==> src/rtl/code_entry_ctrl.sv <==
// Password-entry controller: turns debounced button levels into press events,
// checks a 4-symbol entry against CODE and drives unlock/error/lockout outputs.
module code_entry_ctrl #(
    parameter logic [7:0]  CODE           = 8'b11_10_01_00,
    parameter logic [1:0]  MAX_FAILS      = 2'd3,
    parameter logic [31:0] UNLOCK_CYCLES  = 32'd100_000_000,
    parameter logic [31:0] LOCKOUT_CYCLES = 32'd500_000_000,
    parameter logic [31:0] ENTRY_TIMEOUT  = 32'd300_000_000
) (
    input  logic       clk,
    input  logic       reset,
    input  logic [3:0] btn,
    output logic       unlocked,
    output logic       error,
    output logic       locked_out,
    output logic [2:0] digit_count,
    output logic [1:0] fail_count
);

    typedef enum logic [2:0] {IDLE, ENTRY, CHECK, UNLOCK, LOCKOUT} state_t;

    state_t      state, state_next;
    logic [3:0]  btn_q;
    logic [3:0]  press;
    logic        any_press;
    logic        valid_press;
    logic [1:0]  sym;
    logic        sym_bad;
    logic        mismatch, mismatch_next;
    logic [31:0] timer, timer_next;
    logic        timer_clr;
    logic [2:0]  digit_next;
    logic [1:0]  fail_next;
    logic        error_next;

    assign press = btn & ~btn_q;

    always_comb begin
        any_press   = |press;
        valid_press = 1'b0;
        sym         = '0;
        case (press)
            4'b0001: begin valid_press = 1'b1; sym = 2'd0; end
            4'b0010: begin valid_press = 1'b1; sym = 2'd1; end
            4'b0100: begin valid_press = 1'b1; sym = 2'd2; end
            4'b1000: begin valid_press = 1'b1; sym = 2'd3; end
            default: ;
        endcase
        // Multi-button presses still consume a slot but can never match.
        sym_bad = !valid_press || (sym != CODE[{digit_count[1:0], 1'b0} +: 2]);
    end

    always_comb begin
        state_next    = state;
        digit_next    = digit_count;
        mismatch_next = mismatch;
        fail_next     = fail_count;
        error_next    = 1'b0;
        timer_clr     = 1'b0;
        case (state)
            IDLE: begin
                digit_next    = '0;
                mismatch_next = 1'b0;
                if (any_press) begin
                    digit_next    = 3'd1;
                    mismatch_next = sym_bad;
                    state_next    = ENTRY;
                end
            end
            ENTRY: begin
                if (any_press) begin
                    digit_next    = digit_count + 3'd1;
                    mismatch_next = mismatch | sym_bad;
                    timer_clr     = 1'b1;
                    if (digit_count == 3'd3)
                        state_next = CHECK;
                end else if (timer >= ENTRY_TIMEOUT) begin
                    digit_next = '0;
                    error_next = 1'b1;
                    state_next = IDLE;
                end
            end
            CHECK: begin
                digit_next = '0;
                if (!mismatch) begin
                    fail_next  = '0;
                    state_next = UNLOCK;
                end else begin
                    fail_next  = fail_count + 2'd1;
                    error_next = 1'b1;
                    state_next = (fail_count + 2'd1 == MAX_FAILS) ? LOCKOUT : IDLE;
                end
            end
            UNLOCK: begin
                if (timer >= UNLOCK_CYCLES - 32'd1)
                    state_next = IDLE;
            end
            LOCKOUT: begin
                if (timer >= LOCKOUT_CYCLES - 32'd1) begin
                    fail_next  = '0;
                    state_next = IDLE;
                end
            end
            default: state_next = IDLE;
        endcase

        if (state_next != state || timer_clr)
            timer_next = '0;
        else if (timer != '1)
            timer_next = timer + 32'd1;
        else
            timer_next = timer;
    end

    always_ff @(posedge clk) begin
        if (reset) begin
            state       <= IDLE;
            btn_q       <= 4'b1111;
            timer       <= '0;
            mismatch    <= 1'b0;
            digit_count <= '0;
            fail_count  <= '0;
            error       <= 1'b0;
            unlocked    <= 1'b0;
            locked_out  <= 1'b0;
        end else begin
            state       <= state_next;
            btn_q       <= btn;
            timer       <= timer_next;
            mismatch    <= mismatch_next;
            digit_count <= digit_next;
            fail_count  <= fail_next;
            error       <= error_next;
            unlocked    <= (state_next == UNLOCK);
            locked_out  <= (state_next == LOCKOUT);
        end
    end

endmodule

==> config.mk <==
export PLATFORM = sky130hd
export DESIGN_NAME = code_entry_ctrl
export DESIGN_NICKNAME = d
export VERILOG_FILES = /design/src/rtl/code_entry_ctrl.sv
export SDC_FILE = /design/constraint.sdc
export NUM_CORES = 1
export LEC_CHECK = 0
export CORE_UTILIZATION = 29
export DETAILED_ROUTE_END_ITERATION = 10
export DONT_BUFFER_PORTS = 1
export SLEW_MARGIN = 5
export SYNTH_ARGS = -nofsm -noshare
export SYNTH_HDL_FRONTEND = slang
export SYNTH_SLANG_ARGS = --single-unit
==> constraint.sdc <==
create_clock -name clk -period 2.46 [get_ports clk]
set_input_delay 0.738 -clock clk [delete_from_list [all_inputs] [get_ports clk]]
set_output_delay 0.738 -clock clk [all_outputs]
set_load 0.02 [all_outputs]
==> results.py, run 1 <==
metrics = {
    "pwr": {
        "p_int_w": 0.001147,
        "leakage_nw": 1.041,
        "comb_power_share": 0.092,
        "power_density_nw_per_um2": 485.0,
        "switching_share": 0.2516,
        "p_clk_frac": 0.387,
        "irDropWorstVdd_uv": 210.3,
        "seq_power_share": 0.521,
        "p_sw_w": 0.0003857,
    },
    "worst_hold_path": {
        "hp-start": "reset",
        "hp-class": "primary input to flop",
    },
    "die": {
        "core_um2": 9371,
        "start_util": 0.3027,
        "dieHeight_um": 100.9,
        "die-width_um": 100.9,
        "rows": 35,
        "ioPinCount": 14,
        "dieArea_um2": 10180,
    },
    "sta": {
        "hold_viol_final": 0,
        "tightest_slew_ps": 558.7,
        "fin_worst_skew_ps": 13.99,
        "timing.final.crit_share": 0.9117,
        "finalSetupViolCount": 0,
        "relSlewSlack": 0.6263,
        "rsz0062_at_grt": "false",
        "finalHoldWorstSlack_ps": 482.6,
        "setup_tns_ps": 0,
        "drv_slew": 0,
        "fin_crit_ps": 2243,
        "max_freq_mhz": 445.9,
    },
    "yosys": {
        "synthArstFlopShare": 0,
        "ys_ff_latch": 48,
        "syn_inst": 319,
        "ys_warn_count": 0,
        "yosysSeqAreaShare": 0.3388,
        "synthTopCellsByArea": "dfxtp_1, nor3_2, xnor2_1, nor2_1, xor2_1",
        "netlist_area_um2": 2836,
        "synth_top_area_cell": "dfxtp_1",
        "synth_fp_nets": 330,
        "syn_area_per_cell_um2": 8.892,
        "ys_types": 51,
        "yosys_most_used_dff": "dfxtp_1",
        "yosysTopAreaCellShare": 0.3388,
        "synth_edf_count": 0,
    },
    "critical_path": {
        "worstReg2RegStart": "timer[29]",
        "worst-setup-path-type": "flop to flop",
        "endpoint_kind": "flop",
        "start_kind": "flop",
        "crit_fanout": 14,
        "cp.required_ps": 2690,
        "cp-startpoint": "timer[29]",
        "crit_arrival_ps": 2480,
    },
    "drt": {
        "dr_total_vias": 2286,
        "dr.pass1.iters": 4,
        "drc": 0,
        "drtIter0Drc": 93,
        "drtAntennaViolNets": 0,
        "wl_per_cell_um": 13.10,
        "routed_wl_um": 5960,
        "viasPerCell": 5.024,
    },
    "clocking": {
        "cts_max_level": 2,
        "post_cts_buffers": 0,
        "cts_sinks": 48,
        "cts_max_path_buffers": 2,
        "cts_tree": "yes",
        "insertion_delay_ps": 310,
        "ctsHoldBuffers": 0,
        "cts_buffers": 5,
        "clkTransAtPathRegs_ps": 100,
        "ctsRootBufferMaster": "clkbuf_8",
    },
    "grt": {
        "grt_pass1_vias": 2193,
        "grt_max_degree": 22,
        "overflow": 0,
        "grt_antenna_before_repair": 0,
        "grt_pass1_wl_um": 10270,
        "grtUsageTotal": 0.1243,
    },
    "cells_and_area": {
        "final_common_cell": "dfxtp_1",
        "final_cell_mix": "dfxtp_1, nor3_2, nor2_1, nand2_1",
        "drive_above_1_share": 0.2270,
        "n_antenna_cell": 0,
        "nFillCells": 996,
        "areaGrowthSynthToFinish_pct": 11.42,
        "nNetsFinal": 336,
    },
    "placed_design": {
        "gp_congestion": 0.9132,
        "port_buffers": 0,
        "place_hpwl_um": 4439,
    },
    "run": {
        "max-cap-violations": 0,
    },
    "status": {
        "outcome": "finished clean",
    },
}
==> power groups by stage <==
stage,Clock (W),Sequential (W),Combinational (W)
2_1_floorplan,0,0.000818,0.000111
3_3_place_gp,0,0.000816,0.000140
3_5_place_dp,0,0.000817,0.000143
4_1_cts,0.000607,0.000799,0.000143
5_1_grt,0.000636,0.000801,0.000155
6_report,0.000593,0.000799,0.000141
==> cells in the mapped netlist (2+ instances only) <==
master and instances:
a21oi_1 11, a31oi_1 3, a32oi_1 2, and2_1 5
and3_1 7, and4_1 4, and4b_1 2, buf_2 6
buf_6 6, clkbuf_1 6, dfxtp_1 48, ha_1 5
inv_1 8, nand2_1 17, nand2b_1 4, nand3_1 15
nand4_1 13, nor2_1 31, nor2b_1 6, nor3_1 13
nor3_2 31, nor3b_1 3, nor4_1 7, o21ai_0 5
o31ai_1 2, or2_2 6, or3_1 2, xnor2_1 16
xor2_1 13
==> worst max-delay path, cell delays in order (launching register included) <==
cell      delay (ps)
dfxtp_1          370
nor3_2           370
nand4_1          120
or4_1            420
a221oi_2         320
nor2_4           190
buf_12           220
nor3_2           160
==> layer usage <==
metal,vias up,wire (µm),track usage
li1,1155,-,-
met1,1095,2873,0.1603
met2,30,2856,0.2092
met3,6,159,0.02358
met4,0,70,0.03902
met5,-,0,0
==> state kept, by name (all words and copies together) (netlist names) <==
| signal | flops |
|---|---|
| locked_out | 1 |
| mismatch | 1 |
| timer | 32 |
| fail_count | 2 |
| unlocked | 1 |
| digit_count | 3 |
| error | 1 |
| state | 3 |
| btn_q | 4 |
==> metrics by stage <==
stage / power, W / setup slack (ps) / std cells / area, µm² / utilization
CTS: 0.001549 / 142.4 / 455 / 3156 / 0.3367
global route: 0.001592 / 31.99 / 455 / 3161 / 0.3373
floorplan: 0.0009295 / 367.8 / 319 / 2836 / -
finish: 0.001533 / 217.2 / 455 / 3161 / 0.3373
detailed placement: 0.0009593 / 138.0 / 447 / 3040 / 0.3244
global placement: 0.0009562 / 142.3 / 447 / 3040 / 0.3244
==> final timing paths <==
check	endpoint	depth (start not counted)	slack, ps
worst min register to register	mismatch	2	530
worst max register to register	timer[14]	7	220
worst min-delay path	digit_count[1]	1	480
worst max-delay path	timer[14]	7	220
==> cells by family after synthesis <==
family	synth area share
multiplexers	0.003529
buffers and inverters	0.05469
AND/OR/NAND/NOR	0.3952
adder cells (fa/ha/maj)	0.02206
flip-flops	0.3388
AO/OA/AOI/OAI	0.09616
XOR/XNOR	0.08954
==> what timing repair did <==
action,CTS,global route
resized for setup,0,1
hold endpoints to repair,0,0
setup endpoints to repair,0,1
==> layout make-up <==
class,count,area [µm²],area share
Clock buffer,5,68.82,0.02177
Clock inverter,3,46.29,0.01465
Inverter,8,30.03,0.009501
Multi-Input combinational cell,244,1733,0.5483
Sequential cell,48,960.9,0.3040
Tap cell,129,161.4,0.05107
Timing Repair Buffer,18,160.2,0.05067
Note: power is estimated with default switching activity, not from simulation.
==> run 2: changes to the inputs <==
- DONT_BUFFER_PORTS: 1 -> default
==> run 2 against run 1 <==
Die area did not move. Cell area grew 6.3%. Core utilization increased by 2.1 points. Total power fell by 3.6%. Wire length is 0.13% lower. Via count rose by 2.2%. Clock skew grew 1.5 ps. Clock-buffer cell count up 2. Critical path depth increased by 1. Clock power down 17%. Sequential power increased by 0.6%. Critical path type is now primary input to flop. Highest routed layer unchanged.
==> results.py, run 2 (same netlist as run 1, synthesis figures left out) <==
metrics = {
    "pwr": {
        "power_density_nw_per_um2": 439.9,
        "p_clk_frac": 0.335,
        "comb_power_share": 0.122,
        "p_sw_w": 0.0003746,
        "switching_share": 0.2535,
        "irDropWorstVdd_uv": 222.1,
        "seq_power_share": 0.544,
        "leakage_nw": 1.132,
        "p_int_w": 0.001103,
    },
    "drt": {
        "drtAntennaViolNets": 0,
        "dr_total_vias": 2337,
        "viasPerCell": 4.879,
        "wl_per_cell_um": 12.43,
        "drc": 0,
        "dr.pass1.iters": 4,
        "routed_wl_um": 5952,
        "drtIter0Drc": 79,
    },
    "sta": {
        "fin_crit_ps": 2297,
        "finalSetupViolCount": 0,
        "drv_slew": 0,
        "rsz0062_at_grt": "false",
        "hold_viol_final": 0,
        "fin_worst_skew_ps": 15.45,
        "max_freq_mhz": 435.3,
        "timing.final.crit_share": 0.9339,
        "finalHoldWorstSlack_ps": 538.4,
        "tightest_slew_ps": 625.3,
        "relSlewSlack": 0.5818,
    },
    "grt": {
        "grtUsageTotal": 0.1260,
        "grt_pass1_vias": 2196,
        "overflow": 0,
        "grt_antenna_before_repair": 0,
        "grt_max_degree": 22,
        "grt_pass1_wl_um": 10360,
    },
    "clocking": {
        "cts_tree": "yes",
        "cts_max_level": 2,
        "ctsHoldBuffers": 0,
        "post_cts_buffers": 0,
        "ctsRootBufferMaster": "clkbuf_8",
        "cts_buffers": 5,
        "insertion_delay_ps": 300,
        "cts_max_path_buffers": 2,
        "clkTransAtPathRegs_ps": 80,
        "cts_sinks": 48,
        "cts_resized": 0,
    },
    "cells_and_area": {
        "nNetsFinal": 360,
        "n_antenna_cell": 0,
        "largest_registers": "timer (32), btn_q (4)",
        "largest_reg_flops": 32,
        "stdcell_count": 479,
        "areaGrowthSynthToFinish_pct": 18.44,
        "final_common_cell": "dfxtp_1",
        "largest-register": "timer",
        "final_cell_mix": "dfxtp_1, nor3_2, nor2_1, buf_4, nand2_1",
        "nFillCells": 997,
        "drive_above_1_share": 0.2371,
    },
    "critical_path": {
        "start_kind": "primary input",
        "endpoint_kind": "flop",
        "crit_arrival_ps": 2520,
        "cp.required_ps": 2680,
        "cp_num_buf_inv": 2,
        "crit_chain": "clkdlybuf4s50_1 > nor2b_1 > nor2_1 > a21oi_1 > nor4_1 > o22ai_4 > buf_12 > nor3_2",
        "cpPeakStageDelay_ps": 420,
        "worst-setup-path-type": "primary input to flop",
        "cp_slowest_cell": "nor4_1",
        "critPathTopFamily": "simple AND/OR/NAND/NOR gates",
        "crit_fanout": 21,
    },
    "die": {
        "core_um2": 9371,
        "ioPinCount": 14,
        "start_util": 0.3027,
        "die-width_um": 100.9,
        "rows": 35,
        "dieHeight_um": 100.9,
        "dieArea_um2": 10180,
    },
    "worst_hold_path": {
        "hp-class": "flop to flop",
    },
    "placed_design": {
        "gp_congestion": 0.7872,
        "dp.cells": 471,
        "place_hpwl_um": 4447,
        "port_buffers": 13,
    },
    "status": {
        "outcome": "finished clean",
    },
    "run": {
        "max-cap-violations": 0,
    },
}
-- run 2: cell count changes in the layout (fill, tap and decap cells not counted), sizes merged --
| cell | change |
|---|---|
| inv | -1 |
| bufinv | -1 |
| clkbuf | +2 |
| clkdlybuf4s50 | +13 |
| buf | +11 |
-- run 2: cell type report --
type | count | area [µm²] | share of cell area
clock buffer | 7 | 86.33 | 0.02570
clock inverter | 1 | 7.507 | 0.002235
inverter | 8 | 30.03 | 0.008939
multi-input combinational | 244 | 1728 | 0.5143
sequential | 48 | 960.9 | 0.2860
tap | 129 | 161.4 | 0.04804
timing repair buffer | 42 | 385.4 | 0.1147
-- run 2: stage by stage --
stage                       util  TNS, ps  cell area (µm²)  setup slack, ps   power, W
after floorplan                -        0             2836            367.8  0.0009295
after global placement    0.3485    -3347             3266           -114.3   0.001001
after detailed placement  0.3485    -4101             3266           -158.6   0.001004
after CTS                 0.3585        0             3359            149.4   0.001501
after global routing      0.3585        0             3359            19.40   0.001548
final                     0.3585        0             3359            162.6   0.001478
-- run 2: routing by layer --
metal,up-vias,track usage,routed length (µm),part of all wire
li1,1204,-,-,-
met1,1099,0.1673,2931,0.49
met2,27,0.2113,2838,0.48
met3,7,0.01872,112,0.019
met4,0,0.03679,69,0.012
met5,-,0,0,0
-- run 2: worst paths after layout --
check / start / end / slack (ps) / depth (start not counted)
max: btn[3] / timer[14] / 160 / 8
min: fail_count[1] / fail_count[1] / 540 / 2
max reg2reg: timer[29] / timer[0] / 230 / 7
min reg2reg: fail_count[1] / fail_count[1] / 540 / 2
-- run 2: worst reg2reg max path: stages, from the launching register on --
cell,delay (ps)
dfxtp_1,380
nor3_2,360
nand4_1,120
or4_1,430
a221oi_2,350
nor2_4,160
buf_4,180
nor3_1,180
-- run 2: power by group through the flow --
| stage | combinational [W] | clock (W) | sequential [W] |
|---|---|---|---|
| after detailed placement | 0.000182 | 0 | 0.000822 |
| after CTS | 0.000183 | 0.000514 | 0.000804 |
| after global routing | 0.000196 | 0.000545 | 0.000807 |
| after global placement | 0.000180 | 0 | 0.000822 |
| after floorplan | 0.000111 | 0 | 0.000818 |
| final | 0.000180 | 0.000495 | 0.000804 |
